[src/rtl/addsub_div_seq.sv]
// addsub_div_seq: multi-cycle restoring divider (DIV/REM unit beside the ALU).
// One quotient bit per cycle through a single addsub instance wired as a
// subtractor. Handles signed and unsigned operands, and returns RISC-V M
// results for divide-by-zero and signed overflow.

// addsub: plain WIDTH-bit adder/subtractor, result modulo 2^WIDTH.
module addsub #(
   parameter int WIDTH = 32
) (
   input  logic [WIDTH-1:0] a,
   input  logic [WIDTH-1:0] b,
   input  logic             is_sub,
   output logic [WIDTH-1:0] result
);

   // Combinational add or subtract.
   always_comb begin
      result = is_sub ? (a - b) : (a + b);
   end

endmodule

module addsub_div_seq #(
   parameter int WIDTH = 32
) (
   input  logic             CLK,
   input  logic             RST_N,
   input  logic             start,
   input  logic             is_signed,
   input  logic [WIDTH-1:0] dividend,
   input  logic [WIDTH-1:0] divisor,
   output logic             ready,
   output logic             done,
   output logic [WIDTH-1:0] quotient,
   output logic [WIDTH-1:0] remainder,
   output logic             div_by_zero
);

   localparam int CNT_W = $clog2(WIDTH + 1);

   typedef enum logic [1:0] {
      IDLE  = 2'd0,
      CALC  = 2'd1,
      FIXUP = 2'd2,
      DONE  = 2'd3
   } state_t;

   state_t             state;
   logic [CNT_W-1:0]   count;

   // Working registers; only meaningful between an accept and the next FIXUP.
   logic [WIDTH-1:0]   rem_acc;
   logic [WIDTH-1:0]   quo_acc;
   logic [WIDTH-1:0]   dvs_mag;
   logic               sign_q;
   logic               sign_r;
   logic               dvs_zero;

   logic               accept;
   logic [WIDTH:0]     rem_shift;
   logic [WIDTH-1:0]   diff;
   logic               borrow;
   logic signed [WIDTH:0] trial;
   logic               trial_ge;

   // Two's-complement negation modulo 2^WIDTH (MIN maps to itself).
   function automatic logic [WIDTH-1:0] negate(input logic [WIDTH-1:0] x);
      return '0 - x;
   endfunction

   // Magnitude of a possibly signed operand; |MIN| comes out as unsigned 2^(W-1).
   function automatic logic [WIDTH-1:0] magnitude(input logic [WIDTH-1:0] x,
                                                  input logic           sgn);
      return (sgn && x[WIDTH-1]) ? negate(x) : x;
   endfunction

   assign accept = start & ready;

   // Partial remainder shifted left with the next dividend bit brought in.
   assign rem_shift = {rem_acc, quo_acc[WIDTH-1]};

   addsub #(
      .WIDTH (WIDTH)
   ) u_addsub (
      .a      (rem_shift[WIDTH-1:0]),
      .b      (dvs_mag),
      .is_sub (1'b1),
      .result (diff)
   );

   // Trial bit WIDTH: borrow out of the low subtraction, folded with the top
   // bit of the shifted remainder (the divisor has no bit WIDTH).
   always_comb begin
      borrow = (~rem_shift[WIDTH-1] & dvs_mag[WIDTH-1])
             | (~(rem_shift[WIDTH-1] ^ dvs_mag[WIDTH-1]) & diff[WIDTH-1]);
      trial    = {rem_shift[WIDTH] ^ borrow, diff};
      trial_ge = (trial >= 0);
   end

   // Datapath: latch operands on accept, one restoring step per CALC cycle.
   always_ff @(posedge CLK) begin
      if (accept) begin
         sign_q   <= is_signed & (dividend[WIDTH-1] ^ divisor[WIDTH-1]);
         sign_r   <= is_signed & dividend[WIDTH-1];
         dvs_mag  <= magnitude(divisor, is_signed);
         dvs_zero <= (divisor == '0);
         rem_acc  <= '0;
         // On divide-by-zero the raw dividend is parked here for the remainder.
         quo_acc  <= (divisor == '0) ? dividend : magnitude(dividend, is_signed);
      end else if (state == CALC) begin
         rem_acc  <= trial_ge ? diff : rem_shift[WIDTH-1:0];
         quo_acc  <= {quo_acc[WIDTH-2:0], trial_ge};
      end
   end

   // Control FSM with registered handshake and result outputs.
   always_ff @(posedge CLK or negedge RST_N) begin
      if (!RST_N) begin
         state       <= IDLE;
         count       <= '0;
         ready       <= 1'b1;
         done        <= 1'b0;
         quotient    <= '0;
         remainder   <= '0;
         div_by_zero <= 1'b0;
      end else begin
         case (state)
            IDLE: begin
               if (accept) begin
                  ready       <= 1'b0;
                  div_by_zero <= 1'b0;
                  if (divisor == '0) begin
                     state <= FIXUP;
                  end else begin
                     count <= CNT_W'(WIDTH);
                     state <= CALC;
                  end
               end
            end
            CALC: begin
               count <= count - CNT_W'(1);
               if (count == CNT_W'(1)) begin
                  state <= FIXUP;
               end
            end
            FIXUP: begin
               if (dvs_zero) begin
                  quotient    <= '1;
                  remainder   <= quo_acc;
                  div_by_zero <= 1'b1;
               end else begin
                  quotient    <= sign_q ? negate(quo_acc) : quo_acc;
                  remainder   <= sign_r ? negate(rem_acc) : rem_acc;
                  div_by_zero <= 1'b0;
               end
               done  <= 1'b1;
               state <= DONE;
            end
            DONE: begin
               done  <= 1'b0;
               ready <= 1'b1;
               state <= IDLE;
            end
            default: begin
               state <= IDLE;
               ready <= 1'b1;
               done  <= 1'b0;
            end
         endcase
      end
   end

endmodule

[config.mk]
export PLATFORM = sky130hd
export DESIGN_NAME = addsub_div_seq
export DESIGN_NICKNAME = d
export VERILOG_FILES = /design/src/rtl/addsub_div_seq.sv
export SDC_FILE = /design/constraint.sdc
export NUM_CORES = 1
export LEC_CHECK = 0
export CORE_AREA = 5 5 156 158
export DETAILED_ROUTE_END_ITERATION = 7
export DIE_AREA = 0 0 161 163
export GPL_ROUTABILITY_DRIVEN = 0
export PLACE_DENSITY_LB_ADDON = 0.15
export SLEW_MARGIN = 5
export SYNTH_ARGS = -nofsm -noshare
export SYNTH_HDL_FRONTEND = slang
export SYNTH_SLANG_ARGS = --single-unit
export TNS_END_PERCENT = 20
[constraint.sdc]
create_clock -name CLK -period 11.8 [get_ports CLK]
set_clock_uncertainty 0.15 [all_clocks]
set_input_delay 2.95 -clock CLK [delete_from_list [all_inputs] [get_ports CLK]]
set_output_delay 2.95 -clock CLK [all_outputs]
set_load 0.02 [all_outputs]
==> impl_metrics.tcl, run 1 <==
set metrics [dict create \
    fin_util_pct 57.9 \
    hold_viol 0 \
    synth-async-reset-ratio_pct 43.1 \
    grt_pass1_wl_um 45000 \
    synth_flop_cell "dfrtp_1" \
    hold_ws_ns 0.336 \
    synth_xor_area_share_pct 11.6 \
    min_path_type "reg -> reg" \
    synth.avg_cell_area_um2 8.89 \
    hold_buffers 0 \
    nets 1465 \
    setup_violations 0 \
    crit_type "in -> reg" \
    ys_ff_latch 174 \
    rows 56 \
    overflow 0 \
    min_to "remainder[22]" \
    p_per_area_nw_per_um2 267 \
    path_clk_slew_ns 0.07 \
    io_buffers 134 \
    vias 9288 \
    crit_required_ns 11.82 \
    post_cts_resized 0 \
    drtIter0Drc 636 \
    worstHoldStart "remainder[22]" \
    drv_cap 0 \
    synthMuxAreaShare_pct 2.08 \
    cts_tree "done" \
    max_freq_mhz 158 \
    wl_um 27000 \
    yosysSeqAreaShare_pct 40.4 \
    synth_edf_count 67 \
    htree_levels 4 \
    r2r_end "rem_acc[14]" \
    crit_path_max_incr_delay_ns 0.67 \
    crit_chain "clkdlybuf4s50_1 -> inv_1 -> ha_1 -> nor3b_1 -> nor4b_4 -> nand4_1 -> or4_1 -> inv_1 -> nor2_2 -> o21ai_0 -> xor2_1 -> o21ai_0" \
    synth_compound_area_share_pct 21.0 \
    initial_core_util_pct 48.8 \
    fp.dieW_um 161 \
    antenna_found_initial 0 \
    io_pins 135 \
    area_delta_synth_final_pct 18.7 \
    place_area_um2 12700 \
    core-area_um2 23000 \
    ys_types 68 \
    fp.dieH_um 163 \
    n_antenna_cell 0 \
    ys.warnings.count 0 \
    root_buffer "clkbuf_16" \
    cp.arrival_ns 6.33 \
    syn_area_um2 11200 \
    r2r_slack_ns 7.34 \
    min_period_ns 6.31 \
    leakagePower_uw 0.00516 \
    worst_slew_margin_rel_pct 28.0 \
    post-dp-hpwl_um 20300 \
    die-area_um2 26200 \
    hold_path_depth 1 \
    drv_slew 0 \
    clk_latency_ns 0.44 \
    drt_pass1_iterations 7 \
    start_kind "primary input" \
    yosys.area_share.simple_pct 15.5 \
    worst_pin_slew_ns 1.08 \
    wl_per_cell_um 16.3 \
    status "finished clean" \
    vdd.ir_drop.worst_uv 100 \
    num-fill-cells 2094 \
    ff2ff_path_depth 14 \
    drcViolationCount 0 \
    numCtsBuffers 17 \
    grt_usage_pct 21.0 \
    postSynthCellCount 1262 \
    ant_nets 0 \
    first_global_vias 8841 \
    critPathCaptureType "flop" \
    finalSetupTns_ns 0 \
    synth_top_family_by_area "compound AO/OA/AOI/OAI gates" \
    via_per_inst 5.61 \
    rsz0062_at_grt "false" \
    fin_area_um2 13300 \
    cts.sinks 174 \
    drive_gt1_share_pct 5.71 \
    postCtsSetupBuffers 0 \
    grt_max_degree 93 \
    synth_fa_ha_area_share_pct 4.93 \
    fin_crit_sh_pct 53.5 \
    crit_fanout 30 \
    clockBufferDepth 2 \
    crit_slowest_cell "or4_1" \
    r2r-start "rem_acc[18]" \
    synth_nets 1373 \
]
==> state kept, by name (all words and copies together) (netlist names) <==
signal       count
remainder       32
done             1
div_by_zero      1
quotient        32
count            6
sign_r           1
quo_acc         32
state            2
rem_acc         32
ready            1
dvs_mag         32
sign_q           1
dvs_zero         1
==> critical path, delay by kind of cell <==
family / cells / cell delay (ns)
AOI/OAI and AO/OA: 2 / 0.28
xor gates and xnor gates: 1 / 0.18
adders and majority gates: 1 / 0.16
and+or+nand+nor: 5 / 2.00
buffers and inverters: 3 / 0.74
==> synthesized netlist by cell type, drive strengths merged (7+ instances only) <==
cell type,number,area [µm²]
nand3,14,70.1
nand2,138,518
nor2,92,345
o21a,7,52.6
o22a,23,201
and3,9,56.3
a311oi,8,70.1
edfxtp,67,2010
ha,41,513
nor3,20,100
a21o,7,52.6
inv,64,240
dfrtp,74,1850
o31ai,28,215
or4,22,173
o41ai,16,148
nor4,10,62.6
a31oi,11,75.1
o211ai,9,67.6
nor2b,7,43.8
a21oi,105,526
or3,17,116
xnor2,71,622
mux2,18,203
a211oi,11,82.6
o21ai,127,636
clkbuf,62,233
and2,8,50.1
dfxtp,32,641
xor2,78,683
nand2b,10,62.6
==> logic make-up (layout without fill, tap and decap cells) <==
family          Yosys count  in the layout
flops                   174            174
mux                      21             21
fa+ha+maj                43             43
compound gates          379            379
buf+inv                 132            237
simple gates            364            364
xor+xnor                149            149
==> area by class of cell <==
cell class	count	area, µm²	share of cell area (%)
clock buffer	18	429	3.22
clock inverter	14	134	1.01
inverter	65	244	1.83
multi-input combinational	956	6220	46.8
sequential	174	4530	34.0
tap	290	363	2.73
timing repair buffer	140	1380	10.4
==> cell usage in the layout (no fill, tap or decap), types with 17 or more instances in the layout <==
cell type          n
edfxtp_1          67
dfxtp_1           32
o22a_1            23
nand2_1          137
or4_1             20
o21ai_0          123
ha_1              39
clkbuf_16         17
mux2_2            18
inv_1             63
nor2_1            91
dfrtp_1           74
nor3_1            20
clkdlybuf4s50_1  133
o31ai_1           27
xnor2_1           70
a21oi_1          105
xor2_1            78
==> report_power, final <==
part / internal [µW] / leakage (µW) / total [µW] / switching, µW
clock network: 295 / 0.000277 / 546 / 251
logic: 790 / 0.00317 / 1790 / 1000
registers: 923 / 0.00172 / 1220 / 299
==> per-layer routing <==
layer	up-vias	track usage [%]	routed length, µm
met5	-	0	0
met3	33	3.67	1490
met2	249	34.3	12400
met1	4289	29.2	12700
met4	0	5.35	443
li1	4717	-	-
==> worst max-delay path by stage <==
stage | startpoint | to | slack [ns] | cells after the start
after floorplan | dividend[6] | quo_acc[23] | 6.00 | 7
after detailed placement | divisor[0] | quo_acc[18] | 5.00 | 12
after global routing | divisor[0] | quo_acc[4] | 5.22 | 12
final | divisor[0] | quo_acc[18] | 5.49 | 12
after CTS | divisor[0] | quo_acc[18] | 5.46 | 12
after global placement | divisor[0] | quo_acc[4] | 5.14 | 12
==> stage by stage <==
| stage | std cells | worst slack (ns) | total power (µW) |
|---|---|---|---|
| finish | 1657 | 5.49 | 3560 |
| global route | 1657 | 5.22 | 3850 |
| CTS | 1657 | 5.46 | 3560 |
| detailed placement | 1625 | 5.00 | 3020 |
| global placement | 1625 | 5.14 | 2980 |
| floorplan | 1262 | 6.00 | 2430 |
Note: power is estimated with default switching activity, not from simulation.
==> run 2, diff against run 1 <==
clock period = 5.1 ns   (was 11.8 ns; I/O delays follow)
==> run 2 against run 1 <==
  * Clock-buffer cell count stayed put
  * Sequential share of layout area is 0.27 points lower
  * Clock power is 140% higher
  * Via count is 1.9% higher
  * Sequential power is 130% higher
  * Routed wire length is 3.8% higher
  * Highest routed layer is now met5
==> impl_metrics.tcl, run 2 (synthesized netlist as in run 1, its figures left out) <==
set metrics [dict create \
    post-dp-hpwl_um 20800 \
    hold_buffers 0 \
    setup_violations 0 \
    drv_cap 0 \
    die-area_um2 26200 \
    cts.sinks 174 \
    start_kind "primary input" \
    postCtsSetupBuffers 0 \
    wl_per_cell_um 16.8 \
    worst_pin_slew_ns 1.14 \
    drtIter0Drc 632 \
    area_delta_synth_final_pct 19.6 \
    htree_levels 4 \
    final_cell_mix "nand2_1 (137), clkdlybuf4s50_1 (133), o21ai_0 (123), a21oi_1 (105), nor2_1 (91)" \
    finalSetupTns_ns 0 \
    drive_gt1_share_pct 6.46 \
    min_period_ns 4.51 \
    preCtsSetupSlack_ns 0.221 \
    n_antenna_cell 0 \
    drt_pass1_iterations 5 \
    antenna_found_initial 1 \
    first_global_vias 8888 \
    drcViolationCount 0 \
    crit_required_ns 5.11 \
    fp.dieW_um 161 \
    grt_max_degree 92 \
    post_cts_resized 0 \
    clockBufferDepth 2 \
    fin_crit_sh_pct 88.4 \
    worst_slew_margin_rel_pct 23.7 \
    vdd.ir_drop.worst_uv 239 \
    cts_tree "done" \
    wl_um 28000 \
    rows 56 \
    initial_core_util_pct 48.8 \
    num-fill-cells 2054 \
    critPathCaptureType "flop" \
    grt_usage_pct 21.7 \
    min_path_type "reg -> reg" \
    setup_ws_ns 0.592 \
    hold_viol 0 \
    cpMostUsedCell "or4_1" \
    leakagePower_uw 0.00523 \
    cp.arrival_ns 4.52 \
    p_per_area_nw_per_um2 620 \
    crit_path_max_incr_delay_ns 0.60 \
    final_common_cell "nand2_1" \
    crit_slowest_cell "or4_1" \
    rsz0062_at_grt "false" \
    path_clk_slew_ns 0.07 \
    io_pins 135 \
    via_per_inst 5.67 \
    root_buffer "clkbuf_16" \
    status "finished clean" \
    crit_chain "clkdlybuf4s50_1 -> or4_1 -> or4_1 -> or3_1 -> buf_4 -> nor4_1 -> nand2_1 -> o31ai_1 -> xor2_1 -> o21ai_0" \
    max_freq_mhz 222 \
    overflow 0 \
    clk_latency_ns 0.44 \
    fp.dieH_um 163 \
    ant_nets 0 \
    numCtsBuffers 17 \
    cp_top_family "simple AND/OR/NAND/NOR gates" \
    vias 9464 \
    crit_type "in -> reg" \
    core-area_um2 23000 \
    io_buffers 134 \
    grt_pass1_wl_um 46300 \
    crit_buf_inv 2 \
    nets 1476 \
    crit_fanout 4 \
    drv_slew 0 \
]
## run 2: where the power goes
group / total [µW] / internal [µW] / leakage [µW] / switching [µW]
logic: 4200 / 1860 / 0.00323 / 2350
registers: 2810 / 2140 / 0.00172 / 678
clock network: 1310 / 704 / 0.000280 / 604
total: 8320 / 4690 / 0.00523 / 3630
## run 2: worst paths after layout
path | slack (ns) | cells after the start | endpoint | start
setup / recovery | 0.59 | 10 | quo_acc[29] | dividend[4]
hold / removal | 0.34 | 1 | remainder[12] | remainder[12]
setup reg to reg | 0.84 | 14 | rem_acc[11] | rem_acc[20]
hold reg to reg | 0.34 | 1 | remainder[12] | remainder[12]
max in group asynchronous | 3.33 | 1 | remainder[26] | RST_N
min in group asynchronous | 0.83 | 1 | quotient[3] | RST_N
## run 2: final cells by class
class,instances,area [µm²],share of cell area (%)
clock buffers,18,439,3.27
repair buffers,151,1480,11.0
clock inverters,14,148,1.10
flip-flops and latches,174,4530,33.8
inverters,65,244,1.82
multi-input cells,956,6210,46.3
well taps,290,363,2.71
## run 2: routing by layer
metal	part of all wire, %	global-route usage, %	vias up
met5	0.046	0	-
met4	1.1	4.85	2
met3	5.2	3.62	23
met2	47	35.9	252
met1	47	30.2	4440
li1	-	-	4747
## run 2: worst reg2reg max path, delay by kind of cell, from the launching register on
family | cells | cell delay (ns)
compound gates | 6 | 1.38
flops | 1 | 0.51
xor+xnor | 1 | 0.24
buf+inv | 1 | 0.21
simple gates | 4 | 0.85
fa+ha+maj | 2 | 0.84
## run 2: stage by stage
step                      utilization [%]  total power (µW)  hold slack (ns)  area (µm²)  std cells
final                                58.4              8320            0.335       13400       1668
after global routing                 58.4              8980            0.372       13400       1668
after CTS                            58.4              8340            0.337       13400       1668
after detailed placement             55.8              7030            0.321       12800       1636
after global placement               55.8              6930            0.313       12800       1636
after floorplan                         -              5630            0.333       11200       1262
